$ cat config.mk
export PLATFORM = sky130hd
export DESIGN_NAME = ifetch_unit
export DESIGN_NICKNAME = d
export VERILOG_FILES = /design/src/rtl/ifetch_unit.sv
export SDC_FILE = /design/constraint.sdc
export NUM_CORES = 1
export LEC_CHECK = 0
export ABC_AREA = 1
export CAP_MARGIN = 20
export CORE_AREA = 2 2 72 74
export CTS_CLUSTER_DIAMETER = 120
export CTS_CLUSTER_SIZE = 40
export DETAILED_ROUTE_END_ITERATION = 8
export DIE_AREA = 0 0 74 76
export HOLD_SLACK_MARGIN = 0.06
export PLACE_DENSITY = 0.78
export SLEW_MARGIN = 20
export SYNTH_ARGS = -nofsm -noshare
export SYNTH_HDL_FRONTEND = slang
export SYNTH_SLANG_ARGS = --single-unit
$ cat constraint.sdc
create_clock -name clk -period 1.28 [get_ports clk]
set_input_delay 0.192 -clock clk [delete_from_list [all_inputs] [get_ports clk]]
set_output_delay 0.192 -clock clk [all_outputs]
set_load 0.02 [all_outputs]
$ cat src/rtl/ifetch_unit.sv
// Instruction fetch stage: holds the PC, reads program memory over a ready/valid
// handshake into the IR, and applies jump targets issued by the control unit.
module ifetch_unit #(
  parameter int ADDR_W = 8,
  parameter int INSTR_W = 16,
  parameter logic [ADDR_W-1:0] RESET_PC = {ADDR_W{1'b0}}
) (
  input  logic               clk,
  input  logic               rst_n,
  input  logic               fetch_req,
  input  logic               jump_en,
  input  logic [ADDR_W-1:0]  jump_target,
  output logic [ADDR_W-1:0]  mem_addr,
  output logic               mem_rd,
  input  logic [INSTR_W-1:0] mem_rdata,
  input  logic               mem_ready,
  output logic [INSTR_W-1:0] ir,
  output logic [4:0]         opcode,
  output logic               ir_valid,
  output logic [ADDR_W-1:0]  pc,
  output logic               busy
);

  typedef enum logic {
    IDLE = 1'b0,
    READ = 1'b1
  } state_t;

  localparam logic [ADDR_W-1:0] PC_ONE = {{(ADDR_W-1){1'b0}}, 1'b1};

  state_t              state_r;
  logic                pend_valid_r;
  logic [ADDR_W-1:0]   pend_target_r;

  assign opcode = ir[INSTR_W-1 -: 5];
  assign busy   = (state_r != IDLE);

  // Fetch controller: a jump seen during a read is parked and applied when the read
  // completes; a jump arriving on the completing cycle itself is the most recent one.
  always_ff @(posedge clk or negedge rst_n) begin
    if (!rst_n) begin
      state_r       <= IDLE;
      pc            <= RESET_PC;
      ir            <= {INSTR_W{1'b0}};
      ir_valid      <= 1'b0;
      mem_rd        <= 1'b0;
      mem_addr      <= RESET_PC;
      pend_valid_r  <= 1'b0;
      pend_target_r <= {ADDR_W{1'b0}};
    end else begin
      ir_valid <= 1'b0;
      case (state_r)
        IDLE: begin
          pend_valid_r <= 1'b0;
          if (fetch_req) begin
            state_r <= READ;
            mem_rd  <= 1'b1;
            if (jump_en) begin
              pc       <= jump_target;
              mem_addr <= jump_target;
            end else begin
              mem_addr <= pc;
            end
          end else if (jump_en) begin
            pc <= jump_target;
          end else begin
            pc <= pc;
          end
        end
        READ: begin
          if (mem_ready) begin
            ir           <= mem_rdata;
            ir_valid     <= 1'b1;
            mem_rd       <= 1'b0;
            state_r      <= IDLE;
            pend_valid_r <= 1'b0;
            if (jump_en) begin
              pc <= jump_target;
            end else if (pend_valid_r) begin
              pc <= pend_target_r;
            end else begin
              pc <= pc + PC_ONE;
            end
          end else if (jump_en) begin
            pend_valid_r  <= 1'b1;
            pend_target_r <= jump_target;
          end else begin
            pend_valid_r <= pend_valid_r;
          end
        end
        default: begin
          state_r <= IDLE;
          mem_rd  <= 1'b0;
        end
      endcase
    end
  end

endmodule

Word-level counts from Yosys, hierarchy flattened

Cells that the tools add are included.

Equal/unequal tests: 3
$mul: 0
Div/mod/pow operators: 0
Magnitude comparators: 0
Reduce and logical (&&, ||, !) cells: 4
Shifts and indexed selects: 0
Bitwise logic cells: 2
Muxes and demuxes: 16
Add/sub/neg operators: 1

Operator list:

| operator                                                      | number |
|---|---|
| 8-bit 2-to-1 mux                                              | 4 |
| 8-bit case mux with 2 select lines                            | 1 |
| 8-bit by 1-bit adder with 8-bit output, second input constant | 1 |
| 1-bit 2-to-1 mux                                              | 8 |
| 1-bit case mux with 2 select lines                            | 3 |
| 2-bit AND reduction                                           | 3 |
| 2-bit != test, second input constant                          | 2 |
| 3-bit != test, second input constant                          | 1 |
| 3-bit AND reduction                                           | 1 |
| 1-bit inverter                                                | 2 |

Register bits: 44
Bits in latches: 0
Word-level logic and storage cells: 34
Memories kept: 0
Memory bits (writable): 0
Bits in read-only memories: 0

Longest topological paths before layout

Gate-level depths: netlist of run 1.

Depth in word-level cells: 5
Mapped depth: 9
Mapped depth without buffers: 9

Worst setup path before layout of run 1

OpenSTA, ideal clock, no wires.

Path kind: register to register
From: register pc[1]
To: register pc[6]
Setup slack: -0.033 ns
Required time: 1.154 ns
Arrival: 1.187 ns
Cell stages (with the launch flop): 7
Clock period less this slack: 1.313 ns
Cells stage by stage: dfrtp_1 ha_1 nand3_1 o21ai_0 nand3_1 nand2_1 a21oi_1

Word-level cells in the longest chain between the ends: 5

Ends and longest elaborated chain:

| element                                | RTL line | source |
|---|---|---|
| start, declared                        | 20       | `output logic [ADDR_W-1:0] pc,` |
| start signal, assigned                 | 59       | `pc <= jump_target;` |
| start signal, assigned                 | 65       | `pc <= jump_target;` |
| start signal, assigned                 | 67       | `pc <= pc;` |
| 8-bit by 1-bit adder with 8-bit output | 82       | `pc <= pc + PC_ONE;` |
| 8-bit 2-to-1 mux                       | 79       | `end else if (pend_valid_r) begin` |
| 8-bit 2-to-1 mux                       | 77       | `if (jump_en) begin` |
| 8-bit 2-to-1 mux                       | 71       | `if (mem_ready) begin` |
| 8-bit case mux with 2 select lines     | 52       | `case (state_r)` |

Every way passes these cells. The select of a mux whose other input is x is not followed.
A chain may end at the register's enable or synchronous reset.

Worst setup path after layout of run 1

From: register state_r, in the netlist busy
To: register pend_target_r[2]

Word-level cells in the longest chain between the ends: 1

Ends and longest elaborated chain:

| element                       | RTL line | source |
|---|---|---|
| start, declared               | 31       | `state_t state_r;` |
| start signal, assigned        | 42       | `state_r <= IDLE;` |
| start signal, assigned        | 56       | `state_r <= READ;` |
| start signal, assigned        | 75       | `state_r <= IDLE;` |
| 3-bit AND reduction (no line) | --       |  |
| end signal, assigned          | 49       | `pend_target_r <= {ADDR_W{1'b0}};` |
| end signal, assigned          | 86       | `pend_target_r <= jump_target;` |
| end, declared                 | 33       | `logic [ADDR_W-1:0] pend_target_r;` |

Every way passes these cells.

==> run_results.csv, run 1 <==
group,metric,value,unit
timing,slew_violations,0,
cts,clkSinkCount,44,
logic_synthesis,ys_warn_count,0,
die,start_util,0.439,
run,maxCapViolCount,0,
detailed_routing,ant_nets,0,
worst_setup_path,cp_slowest_cell,"dfrtp_2",
cts,cts.path.max_buffers,2,
timing,rsz0062_at_grt,"yes",
final_layout,fin_nets,385,
logic_synthesis,synth_top_area_share,0.510,
worst_setup_path,cp.arrival,1.45,ns
timing,finalCriticalPeriod,1.28,ns
min_path,hp-class,"in -> async",
timing,setup_ws,0.00286,ns
timing,min_period_over_period,0.998,
logic_synthesis,syn_area_per_cell,8.21,µm²
worst_setup_path,critPathMaxFanout,8,
logic_synthesis,yosysMostFrequentCell,"nand2_1",
die,rows,26,
place,place.gp.congestion,0.891,
die,die_area,0.00562,mm²
logic_synthesis,synth_common_cells,"104 x nand2_1, 44 x dfrtp_1, 35 x nor2_1",
worst_setup_path,cp.required,1.46,ns
grt,grt_pass1_wl,9650,µm
timing,worst_pin_slew,0.332,ns
cts,clock-root-buffer,"clkbuf_8",
grt,grt_busiest_layer,"met2",
pwr,power_density,1470,mW/mm²
cts,cts_tree,"done",
timing,slew_headroom,0.777,
final_layout,drive_gt1_frac,0.174,
detailed_routing,via_count,2042,
logic_synthesis,async_reset_ff_frac,1.00,
detailed_routing,routedWlPerCell,13.6,µm
die,die_h,76,µm
worst_setup_path,regToRegStartpoint,"busy",
logic_synthesis,ys_dominant_reg_cell,"dfrtp_1",
logic_synthesis,ys_seq_elements,44,
logic_synthesis,yosysUniqueCellTypes,23,
detailed_routing,drt_iter0_markers,98,
grt,grt_util_met1,0.290,
logic_synthesis,synth_area_leaders,"dfrtp_1 51%, nand2_1 18%, nor2_1 6.1%",
worst_setup_path,crit_path_max_incr_delay,0.39,ns
timing,skew,0.00786,ns
detailed_routing,viasPerCell,4.79,
timing,setup_viol,0,
grt,met3_usage,0.0556,
final_layout,syn2layout_area_growth,49.7,%
grt,antenna_found_initial,0,
logic_synthesis,synth_cells,263,
place,portBuffers,68,
pwr,peakVddDrop,897,µV
pwr,p_leak,1.68,nW
logic_synthesis,synth_area,0.00216,mm²
cts,insertion_delay,0.30,ns
logic_synthesis,syn-num-nets,293,
grt,track_usage,0.228,
cts,cts_buffers,5,
die,core,0.00491,mm²
worst_setup_path,cp-end-kind,"flip-flop",
logic_synthesis,synth_edf_count,0,
final_layout,n_fill_cell,419,
grt,grt_pass1_vias,2070,
worst_setup_path,path_cells,"buf_12, clkinv_8, nor2_8, nand2_8, mux2_4",
worst_setup_path,r2r_cells,5,
grt,grt_start_max_net_pins,34,
detailed_routing,drtPass1Iterations,4,
worst_setup_path,crit_type,"reg -> reg",
die,die_w,74,µm
cts,clk_pin_slew,0.09,ns
place,dpl.hpwl,4240,µm
grt,grt_overflow,0,
place,place_ws,-0.211,ns
pwr,power,4.77,mW
cts,h-tree-depth,2,
detailed_routing,finalWirelength,5810,µm
timing,timing.final.hold_violations,0,
logic_synthesis,ys_seq_area_frac,0.510,
worst_setup_path,r2r_end,"pend_target_r[2]",
worst_setup_path,regToRegSetupSlack,0.003,ns
timing,fmax,0.783,GHz
grt,grt_util_met2,0.362,
logic_synthesis,synth_top_cell_by_area,"dfrtp_1",
worst_setup_path,startpoint_type,"flip-flop",
final_layout,antennaDiodeCount,0,
detailed_routing,drc,0,
run_status,status,"complete, no violations",
die,num_io_pins,69,
-- per-stage QoR --
step / TNS [ns] / cells / cell area, µm² / hold slack [ns] / util
floorplan: 0 / 263 / 2160 / -0.104 / -
global placement: -4.49 / 413 / 3090 / 0.101 / 0.630
detailed placement: -6.08 / 413 / 3090 / 0.106 / 0.630
CTS: -0.000118 / 424 / 3180 / 0.321 / 0.648
global route: -0.229 / 426 / 3230 / 0.341 / 0.658
finish: 0 / 426 / 3230 / 0.326 / 0.658
-- registers in the layout, summed over array words and instances (netlist names) --
| name | count |
|---|---|
| ir_valid | 1 |
| mem_rd | 1 |
| pend_target_r | 8 |
| pc | 8 |
| mem_addr | 8 |
| pend_valid_r | 1 |
| ir | 16 |
| busy | 1 |
-- power breakdown --
part | total (mW) | switching [mW] | leakage, nW | internal [mW]
Combinational | 1.98 | 1.11 | 1.10 | 0.862
Clock | 0.855 | 0.473 | 0.0412 | 0.382
Sequential | 1.93 | 0.213 | 0.535 | 1.72
Total | 4.77 | 1.80 | 1.68 | 2.97
-- per-layer routing --
layer	vias to the layer above	wire length [µm]
met5	-	0
met4	0	110
met3	10	279
met2	59	2940
met1	965	2480
li1	1008	-
-- cell families after synthesis --
group | synth area share
XOR/XNOR | 0.00406
multiplexers | 0.0348
AO/OA/AOI/OAI | 0.0788
AND/OR/NAND/NOR | 0.292
buffers and inverters | 0.0748
adder cells (fa/ha/maj) | 0.00580
flip-flops | 0.510
-- critical path: cells and delay by family, from the launching register on --
family | cells | cell delay (ns)
DFF | 1 | 0.39
muxes | 1 | 0.31
and+or+nand+nor | 2 | 0.25
buffers and inverters | 2 | 0.20
-- worst max-delay path by stage --
stage                          from                to
after floorplan               pc[0]             pc[4]
after global placement    mem_ready  pend_target_r[2]
after detailed placement  mem_ready  pend_target_r[2]
after CTS                     pc[2]             pc[2]
after global routing           busy  pend_target_r[2]
final                          busy  pend_target_r[2]
-- area by class of cell --
class	count	area [µm²]	share of cell area
sequential	44	1100	0.342
multi-input combinational	190	953	0.295
timing repair buffer	98	925	0.286
tap	70	87.6	0.0271
inverter	16	76.3	0.0236
clock buffer	6	72.6	0.0225
clock inverter	2	12.5	0.00387
-- timing repair --
action,CTS,global route
pin swaps,2,6
setup buffers,2,2
endpoints found under the setup margin,47,16
resized for setup,46,12
hold buffers,1,0
endpoints found under the hold margin,11,0
-- cells in the final DEF, fill, tap and decap left out, drive strengths merged --
| cell type | n |
|---|---|
| o21ai | 12 |
| o21a | 2 |
| inv | 14 |
| o211ai | 1 |
| mux2 | 5 |
| xor2 | 1 |
| ha | 1 |
| a22oi | 1 |
| dfrtp | 44 |
| clkinvlp | 2 |
| dlygate4sd2 | 39 |
| clkinv | 2 |
| buf | 30 |
| nand2 | 106 |
| a21oi | 9 |
| clkbuf | 7 |
| clkdlybuf4s50 | 27 |
| nand3 | 10 |
| dlygate4sd3 | 1 |
| nor2 | 37 |
| a31oi | 2 |
| a211oi | 3 |
No activity file was read; power rests on OpenSTA's default activity.
==> inputs of run 2 (changes only) <==
- CORE_AREA: 2 2 72 74 -> 2 2 69 71
- CTS_CLUSTER_DIAMETER: 120 -> 30
- CTS_CLUSTER_SIZE: 40 -> 10
- DIE_AREA: 0 0 74 76 -> 0 0 71 73
- PLACE_DENSITY: 0.78 -> 0.84
- clock period: 1.28 -> 1.6 ns (I/O delays scaled with it)
==> run_results.csv, run 2 (synthesis gave the netlist of run 1 again) <==
group,metric,value,unit
final_layout,regMostFlops,"ir",
detailed_routing,ant_nets,0,
final_layout,syn2layout_area_growth,40.8,%
die,start_util,0.476,
run,maxCapViolCount,0,
pwr,p_switching,1.37,mW
detailed_routing,drt_iter0_markers,174,
cts,postCtsSetupBuffers,0,
final_layout,drive_gt1_frac,0.0858,
timing,rsz0062_at_grt,"no",
detailed_routing,drc,0,
pwr,p_clk_frac,0.175,
timing,slew_headroom,0.719,
cts,cts_tree,"done",
timing,slew_violations,0,
min_path,hp-class,"in -> async",
timing,timing.final.hold_violations,0,
cts,h-tree-depth,2,
place,place.gp.congestion,0.922,
worst_setup_path,crit_cells,1,
worst_setup_path,path_cells,"clkdlybuf4s50_1",
die,core,0.00454,mm²
pwr,seq_power_share,0.416,
final_layout,design_area,0.00304,mm²
pwr,internal_power,2.41,mW
cts,insertion_delay,0.30,ns
worst_setup_path,worst-path-buf-inv,1,
worst_setup_path,startpoint_type,"flip-flop",
pwr,p_leak,1.54,nW
die,die_area,0.00518,mm²
timing,fin_setup_tns,0,ns
worst_setup_path,critPathMaxFanout,4,
pwr,peakVddDrop,747,µV
detailed_routing,finalWirelength,5470,µm
timing,worst_pin_slew,0.421,ns
final_layout,largest_register_ffs,16,
grt,grt_pass1_wl,8850,µm
detailed_routing,viasPerCell,5.09,
place,portBuffers,68,
grt,grt_overflow,0,
final_layout,fin_nets,368,
worst_setup_path,critPathTopFamily,"buffers and inverters",
final_layout,final_common_cell,"nand2_1",
pwr,power_density,1240,mW/mm²
place,dpl.hpwl,3990,µm
die,die_h,73,µm
cts,clk_pin_slew,0.08,ns
worst_setup_path,regToRegSetupSlack,0.23,ns
worst_setup_path,cp.required,1.36,ns
worst_setup_path,cp_slowest_cell,"clkdlybuf4s50_1",
grt,antenna_found_initial,0,
detailed_routing,routedWlPerCell,13.9,µm
worst_setup_path,cp-end-kind,"output pin",
worst_setup_path,crit_type,"reg -> out",
final_layout,final_cell_mix,"104 x nand2_1, 61 x clkdlybuf4s50_1, 44 x dfrtp_1, 35 x nor2_1, 14 x inv_1",
grt,track_usage,0.222,
worst_setup_path,r2r_cells,6,
pwr,netSwitchingFraction,0.362,
timing,finalCriticalPeriod,1.55,ns
place,placed_area,0.00295,mm²
pwr,p_comb_frac,0.409,
cts,cts.path.max_buffers,2,
grt,grt_pass1_vias,1911,
die,rows,25,
timing,fmax,0.644,GHz
timing,setup_viol,0,
detailed_routing,drtPass1Iterations,4,
cts,cts_buffers,5,
grt,grt_start_max_net_pins,29,
timing,skew,0.00620,ns
die,num_io_pins,69,
worst_setup_path,cp.arrival,1.31,ns
die,die_w,71,µm
cts,clock-root-buffer,"clkbuf_8",
detailed_routing,via_count,1995,
run_status,status,"complete, no violations",
timing,min_period_over_period,0.971,
final_layout,antennaDiodeCount,0,
worst_setup_path,crit_path_max_incr_delay,0.62,ns
cts,clkSinkCount,44,
run 2: layout make-up:
type | count | area (µm²)
Multi-Input combinational cell | 190 | 896
Clock inverter | 1 | 5.00
Timing Repair Buffer | 81 | 830
Sequential cell | 44 | 1100
Tap cell | 54 | 67.6
Clock buffer | 6 | 72.6
Inverter | 16 | 67.6
Fill cell | 365 | 1500
run 2: final timing paths:
kind,startpoint,end
max,pc[7],pc[7]
min,rst_n,pend_target_r[6]
max reg2reg,pc[0],pc[6]
min reg2reg,pend_target_r[3],pend_target_r[3]
max in group asynchronous,rst_n,pc[4]
min in group clk,mem_rdata[3],ir[3]
run 2: repair_timing:
action | CTS | global route
hold buffers | 1 | 0
resized for setup | 3 | 3
setup endpoints to repair | 3 | 3
hold endpoints to repair | 16 | 0
run 2: routing by layer:
| metal | up-vias | part of all wire | GRT usage |
|---|---|---|---|
| met1 | 926 | 0.40 | 0.285 |
| met3 | 11 | 0.075 | 0.0552 |
| met4 | 0 | 0.017 | 0.0943 |
| met2 | 89 | 0.50 | 0.361 |
| li1 | 969 | - | - |
| met5 | - | 0 | 0 |
run 2: power by group through the flow:
stage / combinational, mW / clock (mW) / sequential, mW
2_1_floorplan: 0.590 / 0 / 1.82
4_1_cts: 1.56 / 0.670 / 1.57
3_5_place_dp: 1.57 / 0 / 1.58
5_1_grt: 1.66 / 0.713 / 1.60
6_report: 1.54 / 0.663 / 1.57
3_3_place_gp: 1.52 / 0 / 1.58
run 2: metrics by stage:
stage	instances	utilization	hold slack, ns	total power [mW]	worst slack, ns
final	392	0.670	0.402	3.78	0.0467
after global routing	392	0.670	0.442	3.98	0.0215
after CTS	392	0.668	0.413	3.80	0.0171
after detailed placement	384	0.650	0.199	3.15	0.0177
after global placement	384	0.650	0.191	3.10	0.0795
after floorplan	263	-	-0.0556	2.41	0.287
==> inputs of run 3 (changes only) <==
- CORE_AREA: 2 2 69 71 -> 2 2 59 61
- CTS_BUF_LIST: unset -> sky130_fd_sc_hd__clkbuf_4 sky130_fd_sc_hd__clkbuf_8
- DIE_AREA: 0 0 71 73 -> 0 0 61 63
- DONT_BUFFER_PORTS: unset -> 1
==> run_results.csv, run 3 (synthesis gave the netlist of run 1 again) <==
group,metric,value,unit
run_status,status,"complete, no violations",
worst_setup_path,r2r_end,"pend_target_r[4]",
cts,cts.path.max_buffers,2,
place,place.gp.congestion,0.837,
detailed_routing,drtPass1Iterations,4,
worst_setup_path,crit_top_cell,"buf_4",
timing,skew,0.00736,ns
die,start_util,0.668,
cts,cts_tree,"done",
die,die_h,63,µm
final_layout,final_core_util,0.794,
cts,clock-root-buffer,"clkbuf_4",
grt,track_usage,0.309,
detailed_routing,wl_met2,2450,µm
cts,clkSinkCount,44,
detailed_routing,wl_met1,2110,µm
detailed_routing,drc,0,
pwr,p_leak,1.32,nW
cts,hold_buffers,30,
final_layout,n_fill_cell,220,
pwr,power,3.22,mW
worst_setup_path,crit_path_max_incr_delay,0.50,ns
cts,postCtsSetupBuffers,0,
run,maxCapViolCount,0,
timing,setup_viol,0,
timing,rsz0062_at_grt,"no",
min_path,worstHoldPathCells,4,
timing,min_period_over_period,0.937,
detailed_routing,routedWlPerCell,15.1,µm
timing,worst_pin_slew,0.435,ns
detailed_routing,finalWirelength,5170,µm
worst_setup_path,regToRegStartpoint,"busy",
detailed_routing,ant_nets,0,
detailed_routing,routed.top_layer,"met4",
timing,slew_headroom,0.710,
die,die_w,61,µm
die,num_io_pins,69,
timing,finalCriticalPeriod,1.50,ns
grt,antenna_found_initial,0,
worst_setup_path,critPathTopFamily,"flip-flops",
min_path,whs_endpoint,"pc[3]",
cts,insertion_delay,0.36,ns
timing,slew_violations,0,
worst_setup_path,cp_slowest_cell,"dfrtp_1",
worst_setup_path,cp.required,1.36,ns
detailed_routing,wl_met3,443,µm
final_layout,final_cell_mix,"104 x nand2_1, 44 x dfrtp_1, 35 x nor2_1, 29 x dlygate4sd3_1, 14 x inv_1",
grt,grt_start_max_net_pins,45,
place,portBuffers,0,
worst_setup_path,critPathMaxFanout,7,
worst_setup_path,path_cells,"buf_4, buf_4",
grt,grt_pass1_wl,8700,µm
detailed_routing,via_count,1871,
timing,fin_setup_tns,0,ns
final_layout,largest_register_ffs,16,
die,die_area,0.00384,mm²
timing,timing.final.hold_violations,0,
detailed_routing,viasPerCell,5.45,
final_layout,drive_gt1_frac,0.0943,
detailed_routing,drt_iter0_markers,125,
cts,clk_pin_slew,0.13,ns
worst_setup_path,cp-end-kind,"output pin",
worst_setup_path,crit_type,"reg -> out",
worst_setup_path,r2r_cells,5,
worst_setup_path,worst-path-buf-inv,2,
pwr,power_density,1250,mW/mm²
cts,h-tree-depth,2,
grt,grt_overflow,0,
pwr,peakVddDrop,821,µV
cts,cts_buffers,5,
cts,cts_resized,0,
worst_setup_path,cp.arrival,1.26,ns
final_layout,antennaDiodeCount,0,
min_path,hp-class,"in -> reg",
min_path,hold_start,"jump_en",
worst_setup_path,startpoint_type,"flip-flop",
final_layout,fin_nets,326,
final_layout,regMostFlops,"ir",
die,rows,21,
final_layout,final_common_cell,"nand2_1",
grt,grt_pass1_vias,1911,
final_layout,syn2layout_area_growth,18.9,%
timing,fmax,0.667,GHz
worst_setup_path,regToRegSetupSlack,0.11,ns
die,core,0.00323,mm²
place,dpl.hpwl,3270,µm
[run 3: changes by cell type in the layout (fill, tap and decap cells not counted)]
cell             before  now
buf_12                4    1
buf_2                 1    0
buf_4                 8    9
clkbuf_1              1    0
clkbuf_4              0    5
clkbuf_8              5    1
clkdlybuf4s50_1      61    0
clkinv_2              1    0
clkinvlp_4            0    2
dlygate4sd2_1         3    0
dlygate4sd3_1         1   29
dlymetal6s2s_1        3    0
[run 3: worst max-delay path by stage]
stage	from	endpoint	slack, ns	depth (start not counted)
after global placement	pc[2]	pc[7]	0.31	7
after detailed placement	pc[2]	pc[6]	0.28	5
after global routing	busy	busy	0.01	2
after CTS	busy	busy	0.09	2
final	busy	busy	0.10	2
after floorplan	pc[1]	pc[6]	0.29	6
[run 3: area by class of cell]
class | instances | area [µm²] | share of cell area
sequential | 44 | 1100 | 0.429
inverter | 16 | 67.6 | 0.0263
timing repair buffer | 39 | 378 | 0.147
clock buffer | 6 | 51.3 | 0.0200
clock inverter | 2 | 15.0 | 0.00585
multi-input combinational | 190 | 896 | 0.349
tap | 46 | 57.6 | 0.0224
[run 3: metal layers]
| layer | global-route usage | up-vias |
|---|---|---|
| li1 | - | 887 |
| met1 | 0.420 | 873 |
| met2 | 0.445 | 94 |
| met3 | 0.0973 | 17 |
| met4 | 0.144 | 0 |
| met5 | 0 | - |
[run 3: tightest hold or removal path, delay by kind of cell]
kind,cells,cell delay (ns)
simple gates,4,0.18
[run 3: power by group]
group	internal (mW)	switching [mW]
clock network	0.214	0.375
logic	0.333	0.413
registers	1.37	0.516
total	1.91	1.30
[run 3: per-stage QoR]
stage               worst slack [ns]  hold WS, ns  area [µm²]  instances
floorplan                      0.287      -0.0556        2160        263
global route                  0.0149       0.0866        2570        343
CTS                           0.0876       0.0810        2570        343
finish                         0.101       0.0942        2570        343
global placement               0.310      -0.0545        2190        305
detailed placement             0.278      -0.0546        2190        305
